===== src/rtl/bsg_manycore_region_loader.sv =====
// SPMD region loader: streams a word-addressed image into every tile of a rectangular region,
// fences on store credits, then unfreezes each tile. Optional BSG_MANYCORE_LOADER_SKIP_ZERO_EN skips zero words.
module bsg_manycore_region_loader #(
    parameter int mem_size_p        = 16,
    parameter int data_width_p      = 32,
    parameter int addr_width_p      = 32,
    parameter int x_cord_width_p    = 4,
    parameter int y_cord_width_p    = 4,
    parameter int origin_x_p        = 0,
    parameter int origin_y_p        = 0,
    parameter int load_rows_p       = 1,
    parameter int load_cols_p       = 1,
    parameter int tile_id_ptr_p     = 0,
    parameter int max_out_credits_p = 16,
    localparam int packet_width_lp  = data_width_p + addr_width_p + 2 + 4 + x_cord_width_p + y_cord_width_p
) (
    input  logic                       clk_i,
    input  logic                       reset_i,
    input  logic                       start_i,
    output logic [packet_width_lp-1:0] data_o,
    output logic                       v_o,
    input  logic                       ready_i,
    input  logic                       credit_i,
    output logic [addr_width_p-1:0]    addr_o,
    input  logic [data_width_p-1:0]    data_i,
    output logic                       done_o,
    output logic                       busy_o
);

    localparam int stride_lp = data_width_p / 8;
    localparam int col_w_lp  = (load_cols_p > 1) ? $clog2(load_cols_p) : 1;
    localparam int row_w_lp  = (load_rows_p > 1) ? $clog2(load_rows_p) : 1;
    localparam int cred_w_lp = $clog2(max_out_credits_p + 1);

    typedef struct packed {
        logic [data_width_p-1:0]   data;
        logic [addr_width_p-1:0]   addr;
        logic [1:0]                op;
        logic [3:0]                op_ex;
        logic [x_cord_width_p-1:0] x_cord;
        logic [y_cord_width_p-1:0] y_cord;
    } packet_s;

    typedef enum logic [2:0] {
        e_idle,
        e_load,
        e_drain,
        e_unfreeze,
        e_done
    } state_e;

    state_e                  state_r;
    logic [addr_width_p-1:0] load_addr_r;
    logic [col_w_lp-1:0]     col_r;
    logic [row_w_lp-1:0]     row_r;
    logic [cred_w_lp-1:0]    credits_r;

    packet_s                 pkt;
    logic                    is_id_word;
    logic                    skip;
    logic                    has_credit;
    logic                    last_word;
    logic                    last_col;
    logic                    last_row;
    logic                    xfer;
    logic                    store_xfer;
    logic [data_width_p-1:0] tile_id;

    assign is_id_word = (load_addr_r == addr_width_p'(tile_id_ptr_p));
    assign has_credit = (credits_r < cred_w_lp'(max_out_credits_p));
    assign last_word  = (load_addr_r == addr_width_p'(mem_size_p - stride_lp));
    assign last_col   = (col_r == col_w_lp'(load_cols_p - 1));
    assign last_row   = (row_r == row_w_lp'(load_rows_p - 1));
    assign tile_id    = data_width_p'(row_r) * data_width_p'(load_cols_p) + data_width_p'(col_r);

`ifdef BSG_MANYCORE_LOADER_SKIP_ZERO_EN
    // Zero words need no store because targets are pre-zeroed; the tile-id word is always sent.
    assign skip = (state_r == e_load) && (data_i == '0) && !is_id_word;
`else
    assign skip = 1'b0;
`endif

    assign xfer       = v_o & ready_i;
    assign store_xfer = xfer && (state_r == e_load);
    assign addr_o     = load_addr_r / addr_width_p'(stride_lp);
    assign data_o     = pkt;
    assign done_o     = (state_r == e_done);
    assign busy_o     = (state_r != e_idle) && (state_r != e_done);

    // Outgoing packet and valid, built straight from state so contents hold while stalled.
    always_comb begin
        pkt = '0;
        v_o = 1'b0;
        case (state_r)
            e_load: begin
                pkt.data   = is_id_word ? tile_id : data_i;
                pkt.addr   = load_addr_r;
                pkt.op     = 2'b01;
                pkt.op_ex  = 4'b1111;
                pkt.x_cord = x_cord_width_p'(origin_x_p) + x_cord_width_p'(col_r);
                pkt.y_cord = y_cord_width_p'(origin_y_p) + y_cord_width_p'(row_r);
                v_o        = has_credit & ~skip;
            end
            e_unfreeze: begin
                pkt.op     = 2'b10;
                pkt.x_cord = x_cord_width_p'(origin_x_p) + x_cord_width_p'(col_r);
                pkt.y_cord = y_cord_width_p'(origin_y_p) + y_cord_width_p'(row_r);
                v_o        = 1'b1;
            end
            default: begin
                pkt = '0;
                v_o = 1'b0;
            end
        endcase
    end

    // Sequencer: walks words within a tile, tiles row-major, and tracks outstanding stores.
    always_ff @(posedge clk_i) begin
        if (reset_i) begin
            state_r     <= e_idle;
            load_addr_r <= '0;
            col_r       <= '0;
            row_r       <= '0;
            credits_r   <= '0;
        end else begin
            // A store and a returning credit in the same cycle cancel out.
            case ({store_xfer, credit_i})
                2'b10:   credits_r <= credits_r + cred_w_lp'(1);
                2'b01:   credits_r <= (credits_r != '0) ? credits_r - cred_w_lp'(1) : credits_r;
                default: credits_r <= credits_r;
            endcase

            case (state_r)
                e_idle, e_done: begin
                    if (start_i) begin
                        state_r     <= e_load;
                        load_addr_r <= '0;
                        col_r       <= '0;
                        row_r       <= '0;
                    end
                end
                e_load: begin
                    if (store_xfer || skip) begin
                        if (last_word) begin
                            load_addr_r <= '0;
                            if (last_col) begin
                                col_r <= '0;
                                if (last_row) begin
                                    row_r   <= '0;
                                    state_r <= e_drain;
                                end else begin
                                    row_r <= row_r + row_w_lp'(1);
                                end
                            end else begin
                                col_r <= col_r + col_w_lp'(1);
                            end
                        end else begin
                            load_addr_r <= load_addr_r + addr_width_p'(stride_lp);
                        end
                    end
                end
                e_drain: begin
                    if (credits_r == '0) begin
                        state_r <= e_unfreeze;
                    end
                end
                e_unfreeze: begin
                    if (xfer) begin
                        if (last_col) begin
                            col_r <= '0;
                            if (last_row) begin
                                row_r   <= '0;
                                state_r <= e_done;
                            end else begin
                                row_r <= row_r + row_w_lp'(1);
                            end
                        end else begin
                            col_r <= col_r + col_w_lp'(1);
                        end
                    end
                end
                default: state_r <= e_idle;
            endcase
        end
    end

endmodule


===== config.mk =====
export PLATFORM = sky130hd
export DESIGN_NAME = bsg_manycore_region_loader
export DESIGN_NICKNAME = d
export VERILOG_FILES = /design/src/rtl/bsg_manycore_region_loader.sv
export SDC_FILE = /design/constraint.sdc
export NUM_CORES = 1
export LEC_CHECK = 0
export ABC_AREA = 0
export CAP_MARGIN = 0
export CORE_MARGIN = 5
export CORE_UTILIZATION = 39
export DETAILED_ROUTE_END_ITERATION = 12
export HOLD_SLACK_MARGIN = 0.15
export MAX_ROUTING_LAYER = met4
export PLACE_DENSITY_LB_ADDON = 0.05
export SLEW_MARGIN = 20
export SYNTH_ARGS = -nofsm -noshare
export SYNTH_HDL_FRONTEND = slang
export SYNTH_SLANG_ARGS = --single-unit

===== constraint.sdc =====
create_clock -name clk_i -period 3.4 [get_ports clk_i]
set_input_delay 1.02 -clock clk_i [delete_from_list [all_inputs] [get_ports clk_i]]
set_output_delay 1.02 -clock clk_i [all_outputs]
set_load 0.01 [all_outputs]

Yosys cells after proc, flatten, opt, wreduce, memory -nomap -nowiden:

Cells that the tools add are included.

* bits in read-only memories: 0
* bits in registers: 42
* memory bits (writable): 0
* memories kept: 0
* latch bits: 0
* output and inout port bits: 113
* bits of input ports: 37

* order comparisons: 1
* reductions and logical operators: 16
* bitwise logic cells: 1
* multiply operators: 0
* shift-type cells: 0
* $add $sub $neg: 6
* mux-type cells: 34
* equal/unequal tests: 18
* divide/modulo/power cells: 0

Operators by type and width (number)
* 32-bit two-way mux: 4
* 64-bit two-way mux: 1
* 32-bit case mux with 2 select lines: 1
* 32-bit by 3-bit adder with 32-bit output (second input constant): 1
* 32-bit by 4-bit == test with 1-bit output (second input constant): 1
* 32-bit logical NOT: 1
* 3-bit two-way mux: 9
* 2-bit != test (second input constant): 10
* 3-bit case mux with 4 select lines: 1
* 1-bit two-way mux: 10
* 5-bit two-way mux: 2
* 5-bit case mux with 2 select lines: 1
* 9-bit AND reduction: 1
* 3-bit by 2-bit == test with 1-bit output (second input constant): 2
* 1-bit case mux with 3 select lines: 2
* 3-bit nonzero test: 2
* 5-bit by 1-bit adder with 5-bit output (second input constant): 1
* 5-bit logical NOT: 1
* 5-bit < comparator (second input constant): 1
* 5-bit AND reduction: 1
* 5-bit nonzero test: 1
* 5-bit by 1-bit subtractor with 5-bit output (second input constant): 1
* 4-bit two-way mux: 1
* 2-bit case mux with 2 select lines: 1
* other kinds (15): 19

Logic depth before layout (Yosys ltp):

Gate-level depths: netlist of the first run.

* depth after elaboration: 7
* mapped depth: 9
* mapped depth without buffers: 7

Worst setup path after synthesis of the first run:

Ideal clock, no wire load.

* kind: register to output
* from: reg state_r[0]
* to: out data_o[33]
* setup slack: 0.588 ns
* arrival: 1.792 ns
* cell stages (with the launch flop): 7
* data required time: 2.380 ns
* cell sequence: dfxtp_1 buf_2 or3b_2 clkbuf_1 inv_1 clkbuf_1 and2_1

* cells in the longest elaborated chain, start to end: 2

RTL lines
* start: declaration: line 52 `state_e state_r;`
* start signal: assignment: line 120 `state_r <= e_idle;`
* start signal: assignment: line 136 `state_r <= e_load;`
* start signal: assignment: line 150 `state_r <= e_drain;`
* 3-bit by 1-bit == test with 1-bit output: line 94 `case (state_r)`
* 64-bit two-way mux: line 94
* end: declaration: line 20 `output logic [packet_width_lp-1:0] data_o,`

No other way between the ends.

Worst setup path in the final report of the first run:

* from: reg load_addr_r[7]
* to: out data_o[57]

* cells in the longest elaborated chain, start to end: 3

RTL lines
* start: declaration: line 53 `logic [addr_width_p-1:0] load_addr_r;`
* start signal: assignment: line 158 `load_addr_r <= load_addr_r + addr_width_p'(stride_lp);`
* 32-bit logical NOT: line 69 `assign is_id_word = (load_addr_r == addr_width_p'(tile_id_ptr_p));`
* 32-bit two-way mux: line 96 `pkt.data = is_id_word ? tile_id : data_i;`
* 64-bit two-way mux: line 94

No other way between the ends.

==> out/metrics.csv, run 1 <==
stage;metric;value;unit
logic_synthesis;count leader, synth;and2_1;
hold_path;HP Class;flip-flop to flip-flop;
clocking;Setup Buffers After CTS;0;
placed_design;post-detail-place hpwl;6.874;mm
logic_synthesis;Synth top cells by count;and2_1, dfxtp_1, nor2_1, a21oi_1, buf_4;
timing;final hold vios;0;
clocking;TritonCTS Buffers;5;
timing;Slew Limit Headroom;54.55;%
floorplanning;io pins;150;
logic_synthesis;Seq cells post-synth;38;
setup_path;Critical-path top delay cell;clkdlybuf4s50_1;
logic_synthesis;multiplexer share of the synthesized area;2.057;%
placed_design;Final Wtd Congestion;0.8316;
final_layout;antenna cell count;0;
floorplanning;Die Area;8619;um^2
setup_path;startpoint types;flip-flop;
routing;post-DR wirelength/cell;15.79;um
final_layout;layout cell share with drive strength beyond 1;12.07;%
power_and_ir_drop;Sw Share;28.36;%
logic_synthesis;Netlist cell types;53;
logic_synthesis;synth top area cells;dfxtp_1, and2_1, nor2_1;
logic_synthesis;post-synthesis adder-cell area fraction;2.338;%
power_and_ir_drop;combinational power share;26.3;%
power_and_ir_drop;pwr/cell area;283.2;nW/um^2
status;status;finished clean;
timing;Clock Skews;0.01522;ns
global_route;first-pass GRT wire length;13.99;mm
floorplanning;Starting Density;39.83;%
setup_path;critical path, cell by cell;nor4_2 > buf_4 > nand3_1 > nor2_2 > a21oi_2 > buf_4 > and2_1 > clkdlybuf4s50_1;
clocking;H-tree depth;2;
routing;drt drc;0;
global_route;initial antenna violation count;0;
power_and_ir_drop;leak pwr;1.718;nW
setup_path;slowest stage delay, CP;0.48;ns
logic_synthesis;ys async rst share;0;%
timing;pins over their slew limit;0;
logic_synthesis;Synth Warn #;0;
logic_synthesis;leading area contributor after synthesis;dfxtp_1;
routing;Vias;2906;
clocking;CTS Hold Buffers Added;0;
global_route;grt total ovfl;0;
timing;unrepaired setup endpoints after global routing;false;
power_and_ir_drop;Clk pwr share;32.6;%
logic_synthesis;average size of a mapped cell;7.691;um^2
final_layout;fin cells;569;
timing;Final setup viols;0;
placed_design;IO Port Bufs;137;
final_layout;Syn-to-layout area delta;62.46;%
global_route;vias in the first global route;2800;
clocking;Root Buffer;clkbuf_8;
timing;slew of the pin with the lowest slew margin;0.6772;ns
power_and_ir_drop;sequential share of power;41.1;%
routing;WL final;8.985;mm
timing;TNS Setup;0;ns
routing;DRT iter0 DRCs;110;
floorplanning;Die Wd;92.84;um
logic_synthesis;Syn Inst Count;348;
clocking;TritonCTS sink count;38;
setup_path;Arr. time, crit path;2.30;ns
final_layout;Final nets;531;
routing;DRT Pass-1 Iters;4;
logic_synthesis;Synth Flop Type;dfxtp_1;
floorplanning;site row count;30;
clocking;CTS tree;yes;
job;# Max-Cap Violations;0;
setup_path;most used cell, CP;buf_4;
timing;Final min period;3.317;ns
placed_design;Cell Count Post-Placement;561;
setup_path;crit path capture type;output pin;
timing;Fmax;0.3015;GHz
setup_path;Worst EP required;2.38;ns
setup_path;Worst Path Max Fanout;16;
logic_synthesis;Synth Area in Compound Gates;10.99;%
power_and_ir_drop;Internal Power;0.8820;mW
setup_path;critical path start-end classification;flip-flop to output pin;
logic_synthesis;largest family of logic cells by synthesized area;simple AND/OR/NAND/NOR gates;
power_and_ir_drop;Psw;0.3492;mW
logic_synthesis;sequential area share after synthesis;28.42;%
floorplanning;die height;92.84;um
power_and_ir_drop;peak supply drop;0.1772;mV
timing;fin crit share;97.55;%
global_route;GRT Overall Usage;20.45;%
clocking;clk slew on worst S/H paths;0.08;ns
global_route;largest net degree at the start of global routing;33;
floorplanning;core area;6719;um^2
logic_synthesis;share of the synthesized area in the top cell type;28.42;%
logic_synthesis;Synth Area in Simple Gates;40.58;%
logic_synthesis;Post-synth EDFFs;0;
logic_synthesis;xor/xnor cell area share of the yosys netlist;6.545;%
clocking;worst-skew pair later-pin latency;0.30;ns
routing;remaining antenna violation count;0;
clocking;Max Root-Sink Buffers;2;
logic_synthesis;Mapped Area;2676;um^2
routing;vias per inst;5.107;
cells by family (layout without fill, tap and decap cells):
kind of cell / after synthesis / after routing
and+or+nand+nor: 190 / 190
AOI/OAI and AO/OA: 45 / 45
buffers and inverters: 44 / 174
DFF: 38 / 38
xor gates and xnor gates: 20 / 20
adders and majority gates: 5 / 5
muxes: 5 / 5
other: 1 / 12
state kept, by name, indices dropped and copies added, names as in the netlist:
signal,count
load_addr_r,30
credits_r,5
state_r,3
metal layers:
metal	part of all wire, %	vias up	GRT usage, %
li1	-	1461	-
met5	0	-	-
met1	46	1338	27.14
met3	5.8	13	3.574
met2	47	94	32.45
met4	1.1	0	4.884
final cells by class:
| cell class | count | area [um^2] |
|---|---|---|
| fillers | 569 | 2371 |
| multi-input cells | 277 | 1764 |
| repair buffers | 159 | 1575 |
| flip-flops and latches | 38 | 765.7 |
| well taps | 80 | 100.1 |
| clock buffers | 6 | 82.58 |
| clock inverters | 1 | 30.03 |
| inverters | 8 | 30.03 |
critical path, delay by kind of cell (launching register included):
family                 cells  cell delay [ns]
AND/OR/NAND/NOR            4             0.73
buffers and inverters      3             0.84
AO/OA/AOI/OAI              1             0.09
flip-flops                 1             0.33
power groups by stage:
stage	Sequential, mW	Clock (mW)	Combinational, mW
after floorplan	0.505	0	0.206
final	0.505	0.401	0.324
after detailed placement	0.516	0	0.324
after CTS	0.505	0.407	0.326
after global placement	0.512	0	0.318
after global routing	0.509	0.428	0.359
worst paths after layout:
check                                      from              end  slack, ns  cells after the start
worst max-delay path             load_addr_r[7]       data_o[57]       0.08                      8
worst min-delay path            load_addr_r[29]  load_addr_r[29]       0.52                      2
worst max register to register   load_addr_r[8]  load_addr_r[27]       0.94                      5
worst min register to register  load_addr_r[29]  load_addr_r[29]       0.52                      2
stage by stage:
step                hold slack [ns]  cell area [um^2]  power [mW]  util, %  setup slack, ns
floorplan                    0.5157              2718      0.7107        -           0.5878
global placement             0.5106              4150      0.8304    61.77           0.2272
detailed placement           0.5233              4150      0.8395    61.77           0.2108
CTS                          0.5309              4274       1.238    63.61         0.007850
global route                 0.5501              4348       1.295    64.71          0.01428
finish                       0.5178              4348       1.231    64.71          0.08340
repair_timing:
| action | 4_1_cts | 5_1_grt |
|---|---|---|
| gates cloned | 0 | 1 |
| pin swaps | 0 | 4 |
| gates resized for setup | 3 | 22 |
| endpoints found under the setup margin | 34 | 51 |
cell usage in the layout (no fill, tap or decap), types with 9 or more instances in the layout:
master,Yosys,final
nand2_1,15,15
xnor2_1,14,14
conb_1,1,12
a21oi_1,17,16
nand4_1,12,12
and2_1,56,56
buf_4,16,20
nor2_1,36,35
nand3_1,13,13
clkdlybuf4s50_1,0,128
dlymetal6s2s_1,0,9
dfxtp_1,38,34
(Power assumes the default switching activity.)
==> inputs of run 2 (changes only) <==
--- a/config.mk
+++ b/config.mk
@@ -10,9 +10,11 @@
 export CORE_MARGIN = 5
 export CORE_UTILIZATION = 39
 export DETAILED_ROUTE_END_ITERATION = 12
+export GPL_TIMING_DRIVEN = 0
 export HOLD_SLACK_MARGIN = 0.15
 export MAX_ROUTING_LAYER = met4
 export PLACE_DENSITY_LB_ADDON = 0.05
+export SKIP_CTS_REPAIR_TIMING = 1
 export SLEW_MARGIN = 20
 export SYNTH_ARGS = -nofsm -noshare
 export SYNTH_HDL_FRONTEND = slang
==> out/metrics.csv, run 2 (synthesized netlist as in run 1, its figures left out) <==
stage;metric;value;unit;change
setup_path;Arr. time, crit path;2.24;ns;-0.06 ns
timing;unrepaired setup endpoints after global routing;false;;
final_layout;most flop-heavy register;load_addr_r;;
timing;Final min period;3.263;ns;-0.05323 ns
power_and_ir_drop;Tot Pwr;1.181;mW;-4.1%
timing;Fmax;0.3064;GHz;+1.6%
placed_design;Final Wtd Congestion;0.8552;;+2.8%
clocking;TritonCTS sink count;38;;unchanged
final_layout;max FFs per register;30;;unchanged
final_layout;antenna cell count;0;;unchanged
timing;Slew Limit Headroom;35.53;%;-19 points
final_layout;Final Util;66.55;%;+1.8 points
clocking;H-tree depth;2;;unchanged
global_route;initial antenna violation count;0;;unchanged
placed_design;post-detail-place hpwl;6.966;mm;+1.3%
placed_design;dpl ws;-0.2240;ns;-0.4348 ns
global_route;grt total ovfl;0;;unchanged
power_and_ir_drop;Psw;0.3641;mW;+4.3%
power_and_ir_drop;Clk pwr share;28.8;%;-3.8 points
power_and_ir_drop;pwr/cell area;264.1;nW/um^2;-6.7%
routing;Vias;2975;;+2.4%
floorplanning;Die Area;8619;um^2;unchanged
power_and_ir_drop;peak supply drop;0.1238;mV;-30%
global_route;vias in the first global route;2859;;+2.1%
routing;drt drc;0;;unchanged
clocking;CTS tree;yes;;
final_layout;commonest non-fill, non-tap cell in the layout;clkdlybuf4s50_1;;
placed_design;IO Port Bufs;137;;unchanged
power_and_ir_drop;sequential share of power;42.6;%;+1.5 points
timing;worst setup margin;0.1366;ns;+0.05323 ns
final_layout;fin cells;583;;+2.5%
clocking;TritonCTS Buffers;5;;unchanged
floorplanning;Die Wd;92.84;um;unchanged
hold_path;hold path startpoint;load_addr_r[31];;
power_and_ir_drop;Internal Power;0.8169;mW;-7.4%
setup_path;Worst EP required;2.38;ns;about the same
setup_path;crit path capture type;output pin;;
routing;remaining antenna violation count;0;;unchanged
final_layout;most frequent cells in the layout;clkdlybuf4s50_1, and2_1, nor2_1, dfxtp_1, dlymetal6s2s_1;;
clocking;Root Buffer;clkbuf_8;;
timing;final hold vios;0;;unchanged
global_route;GRT Overall Usage;20.20;%;-0.25 points
clocking;clk slew on worst S/H paths;0.08;ns;about the same
routing;vias per inst;5.103;;about the same
power_and_ir_drop;Sw Share;30.83;%;+2.5 points
global_route;first-pass GRT wire length;13.83;mm;-1.1%
power_and_ir_drop;leak pwr;2.153;nW;+25%
setup_path;Reg-to-Reg Start;state_r[0];;
final_layout;Syn-to-layout area delta;67.09;%;
final_layout;biggest regs;load_addr_r: 30 flops, credits_r: 5 flops, state_r: 3 flops;;
timing;Clock Skews;0.006993;ns;-0.008224 ns
setup_path;startpoint types;flip-flop;;
timing;pins over their slew limit;0;;unchanged
final_layout;Final nets;544;;+2.4%
floorplanning;core area;6719;um^2;unchanged
global_route;largest net degree at the start of global routing;15;;-55%
clocking;worst-skew pair later-pin latency;0.30;ns;about the same
floorplanning;io pins;150;;unchanged
power_and_ir_drop;combinational power share;28.6;%;+2.3 points
routing;WL final;8.827;mm;-1.8%
floorplanning;site row count;30;;unchanged
timing;fin crit share;95.98;%;-1.6 points
floorplanning;die height;92.84;um;unchanged
hold_path;HP Class;flip-flop to flip-flop;;
routing;DRT iter0 DRCs;161;;+46%
final_layout;layout cell share with drive strength beyond 1;13.32;%;+1.3 points
routing;post-DR wirelength/cell;15.14;um;-4.1%
floorplanning;Starting Density;39.83;%;unchanged
routing;DRT Pass-1 Iters;4;;unchanged
timing;Final setup viols;0;;unchanged
placed_design;Cell Count Post-Placement;576;;+2.7%
setup_path;Crit. Startpoint;state_r[0];;
setup_path;Worst Path Max Fanout;10;;-6
timing;slew of the pin with the lowest slew margin;0.9612;ns;+0.2840 ns
job;# Max-Cap Violations;0;;unchanged
status;status;finished clean;;
clocking;Max Root-Sink Buffers;2;;unchanged
setup_path;critical path start-end classification;flip-flop to output pin;;
timing;TNS Setup;0;ns;unchanged
==> run 2: power groups by stage <==
stage	Sequential [mW]	Clock [mW]	Combinational [mW]
2_1_floorplan	0.505	0	0.206
3_3_place_gp	0.510	0	0.327
3_5_place_dp	0.512	0	0.334
4_1_cts	0.502	0.344	0.335
5_1_grt	0.508	0.365	0.375
6_report	0.503	0.340	0.338
==> run 2: metrics by stage <==
stage / hold slack (ns) / instance area, um^2
floorplan: 0.5157 / 2718
global placement: 0.5017 / 4189
detailed placement: 0.5004 / 4189
CTS: 0.5156 / 4284
global route: 0.5566 / 4472
finish: 0.5251 / 4472
==> run 2: final timing paths <==
kind / endpoint / slack, ns / depth (start not counted)
hold / removal: load_addr_r[31] / 0.53 / 2
hold reg to reg: load_addr_r[31] / 0.53 / 2
setup reg to reg: credits_r[2] / 0.70 / 8
setup / recovery: data_o[31] / 0.14 / 6
==> run 2: per-layer routing <==
layer | GRT usage (%) | vias to the layer above | wire, um | share of wire (%)
met1 | 25.40 | 1348 | 3817 | 43
met3 | 3.981 | 10 | 599 | 6.8
li1 | - | 1497 | - | -
met4 | 3.907 | 0 | 66 | 0.75
met2 | 33.89 | 120 | 4344 | 49
met5 | - | - | 0 | 0
==> run 2: area by class of cell <==
type                       count  area [um^2]
clock buffer                   6        82.58
tap                           80        100.1
sequential                    38        764.5
multi-input combinational    277         1798
buffer                        33        220.2
inverter                       8        32.53
clock inverter                 2        12.51
timing repair buffer         139         1461
fill                         582         2247
==> run 2: critical path: stages, from the launching register on <==
cell             delay [ns]
dfxtp_1                0.31
buf_2                  0.17
or3b_4                 0.48
inv_4                  0.13
clkbuf_4               0.19
and2_1                 0.13
clkdlybuf4s50_1        0.54
==> inputs of run 3 (changes only) <==
--- a/config.mk
+++ b/config.mk
@@ -14,6 +14,7 @@
 export HOLD_SLACK_MARGIN = 0.15
 export MAX_ROUTING_LAYER = met4
 export PLACE_DENSITY_LB_ADDON = 0.05
+export SETUP_SLACK_MARGIN = 0.1
 export SKIP_CTS_REPAIR_TIMING = 1
 export SLEW_MARGIN = 20
 export SYNTH_ARGS = -nofsm -noshare
==> out/metrics.csv, run 3 (synthesized netlist as in run 1, its figures left out) <==
stage;metric;value;unit;change
status;status;finished clean;;
clocking;Root Buffer;clkbuf_8;;
floorplanning;site row count;30;;unchanged
placed_design;post-detail-place hpwl;6.966;mm;unchanged
floorplanning;io pins;150;;unchanged
global_route;first-pass GRT wire length;13.83;mm;unchanged
timing;Clock Skews;0.009514;ns;+0.002522 ns
power_and_ir_drop;pwr/cell area;261.5;nW/um^2;-1.0%
final_layout;most frequent cells in the layout;clkdlybuf4s50_1, and2_1, dlymetal6s2s_1;;
placed_design;IO Port Bufs;137;;unchanged
routing;vias per inst;5.159;;+1.1%
timing;Slew Limit Headroom;34.53;%;-1.0 points
setup_path;Worst EP required;2.38;ns;about the same
routing;post-DR wirelength/cell;15.32;um;+1.2%
floorplanning;Die Wd;92.84;um;unchanged
setup_path;Reg-to-Reg Start;state_r[0];;
job;# Max-Cap Violations;0;;unchanged
timing;TNS Setup;0;ns;unchanged
routing;Vias;3013;;+1.3%
setup_path;Crit. Startpoint;state_r[0];;
setup_path;Arr. time, crit path;2.18;ns;-0.06 ns
clocking;TritonCTS Buffers;5;;unchanged
timing;fin crit share;94.26;%;-1.7 points
timing;worst setup margin;0.1952;ns;+0.05860 ns
placed_design;dpl cell area;4189;um^2;unchanged
floorplanning;Die Area;8619;um^2;unchanged
timing;pins over their slew limit;0;;unchanged
setup_path;Worst Path Max Fanout;10;;unchanged
timing;unrepaired setup endpoints after global routing;true;;
setup_path;startpoint types;flip-flop;;
power_and_ir_drop;peak supply drop;0.1209;mV;-2.4%
placed_design;dpl ws;-0.2240;ns;unchanged
final_layout;biggest regs;load_addr_r: 30 flops, credits_r: 5 flops, state_r: 3 flops;;
power_and_ir_drop;leak pwr;2.332;nW;+8.3%
routing;DRT Pass-1 Iters;4;;unchanged
clocking;Max Root-Sink Buffers;2;;unchanged
final_layout;Syn-to-layout area delta;68.68;%;
routing;remaining antenna violation count;0;;unchanged
timing;Final min period;3.205;ns;-0.05860 ns
timing;slew of the pin with the lowest slew margin;0.9761;ns;+0.01485 ns
global_route;largest net degree at the start of global routing;15;;unchanged
timing;final hold slack;0.5227;ns;-0.002454 ns
clocking;worst-skew pair later-pin latency;0.30;ns;about the same
timing;Fmax;0.3120;GHz;+1.8%
hold_path;hold path startpoint;load_addr_r[31];;
routing;drt drc;0;;unchanged
global_route;vias in the first global route;2859;;unchanged
placed_design;Final Wtd Congestion;0.8552;;unchanged
final_layout;max FFs per register;30;;unchanged
global_route;GRT Overall Usage;20.20;%;unchanged
routing;WL final;8.944;mm;+1.3%
final_layout;commonest non-fill, non-tap cell in the layout;clkdlybuf4s50_1;;
floorplanning;die height;92.84;um;unchanged
final_layout;layout cell share with drive strength beyond 1;13.69;%;+0.37 points
floorplanning;Starting Density;39.83;%;unchanged
clocking;CTS tree;yes;;
final_layout;antenna cell count;0;;unchanged
final_layout;Final nets;545;;+0.18%
final_layout;most flop-heavy register;load_addr_r;;
global_route;grt total ovfl;0;;unchanged
clocking;clk slew on worst S/H paths;0.08;ns;about the same
setup_path;critical path start-end classification;flip-flop to output pin;;
floorplanning;core area;6719;um^2;unchanged
final_layout;design area;4514;um^2;+0.95%
global_route;initial antenna violation count;0;;unchanged
timing;final hold vios;0;;unchanged
hold_path;HP Class;flip-flop to flip-flop;;
clocking;H-tree depth;2;;unchanged
clocking;TritonCTS sink count;38;;unchanged
setup_path;crit path capture type;output pin;;
routing;DRT iter0 DRCs;128;;-20%
timing;Final setup viols;0;;unchanged
[run 3: final cells by class]
type | instances | area [um^2]
sequential | 38 | 764.5
buffer | 34 | 227.7
inverter | 8 | 35.03
clock inverter | 2 | 12.51
multi-input combinational | 277 | 1808
tap | 80 | 100.1
timing repair buffer | 139 | 1484
clock buffer | 6 | 82.58
fill | 582 | 2205
[run 3: where the power goes]
group	leakage [nW]	switching (mW)	total [mW]	internal [mW]
Sequential	0.309	0.0340	0.503	0.469
Clock	0.0472	0.174	0.337	0.163
Combinational	1.98	0.154	0.340	0.186
Total	2.33	0.362	1.18	0.818
[run 3: final timing paths]
kind / to / slack (ns) / depth (start not counted)
worst min-delay path: load_addr_r[31] / 0.52 / 2
worst min register to register: load_addr_r[31] / 0.52 / 2
worst max register to register: credits_r[2] / 0.70 / 8
worst max-delay path: data_o[22] / 0.20 / 6
[run 3: worst max-delay path: stages, from the launching register on]
cell and delay (ns):
dfxtp_1 0.31, clkbuf_4 0.17, or3b_4 0.48, inv_6 0.12, buf_4 0.16, and2_1 0.13, clkdlybuf4s50_1 0.53
[run 3: stage by stage]
| step | power [mW] | utilization [%] | cells |
|---|---|---|---|
| detailed placement | 0.8463 | 62.35 | 576 |
| finish | 1.180 | 67.19 | 584 |
| CTS | 1.181 | 63.76 | 584 |
| global placement | 0.8370 | 62.35 | 576 |
| global route | 1.243 | 67.19 | 584 |
| floorplan | 0.7107 | - | 359 |
[run 3: metal layers]
metal / up-vias / track usage [%] / wire (um)
met4: 0 / 3.907 / 80
met2: 126 / 33.89 / 4409
met5: - / - / 0
li1: 1494 / - / -
met1: 1381 / 25.40 / 3852
met3: 12 / 3.981 / 601
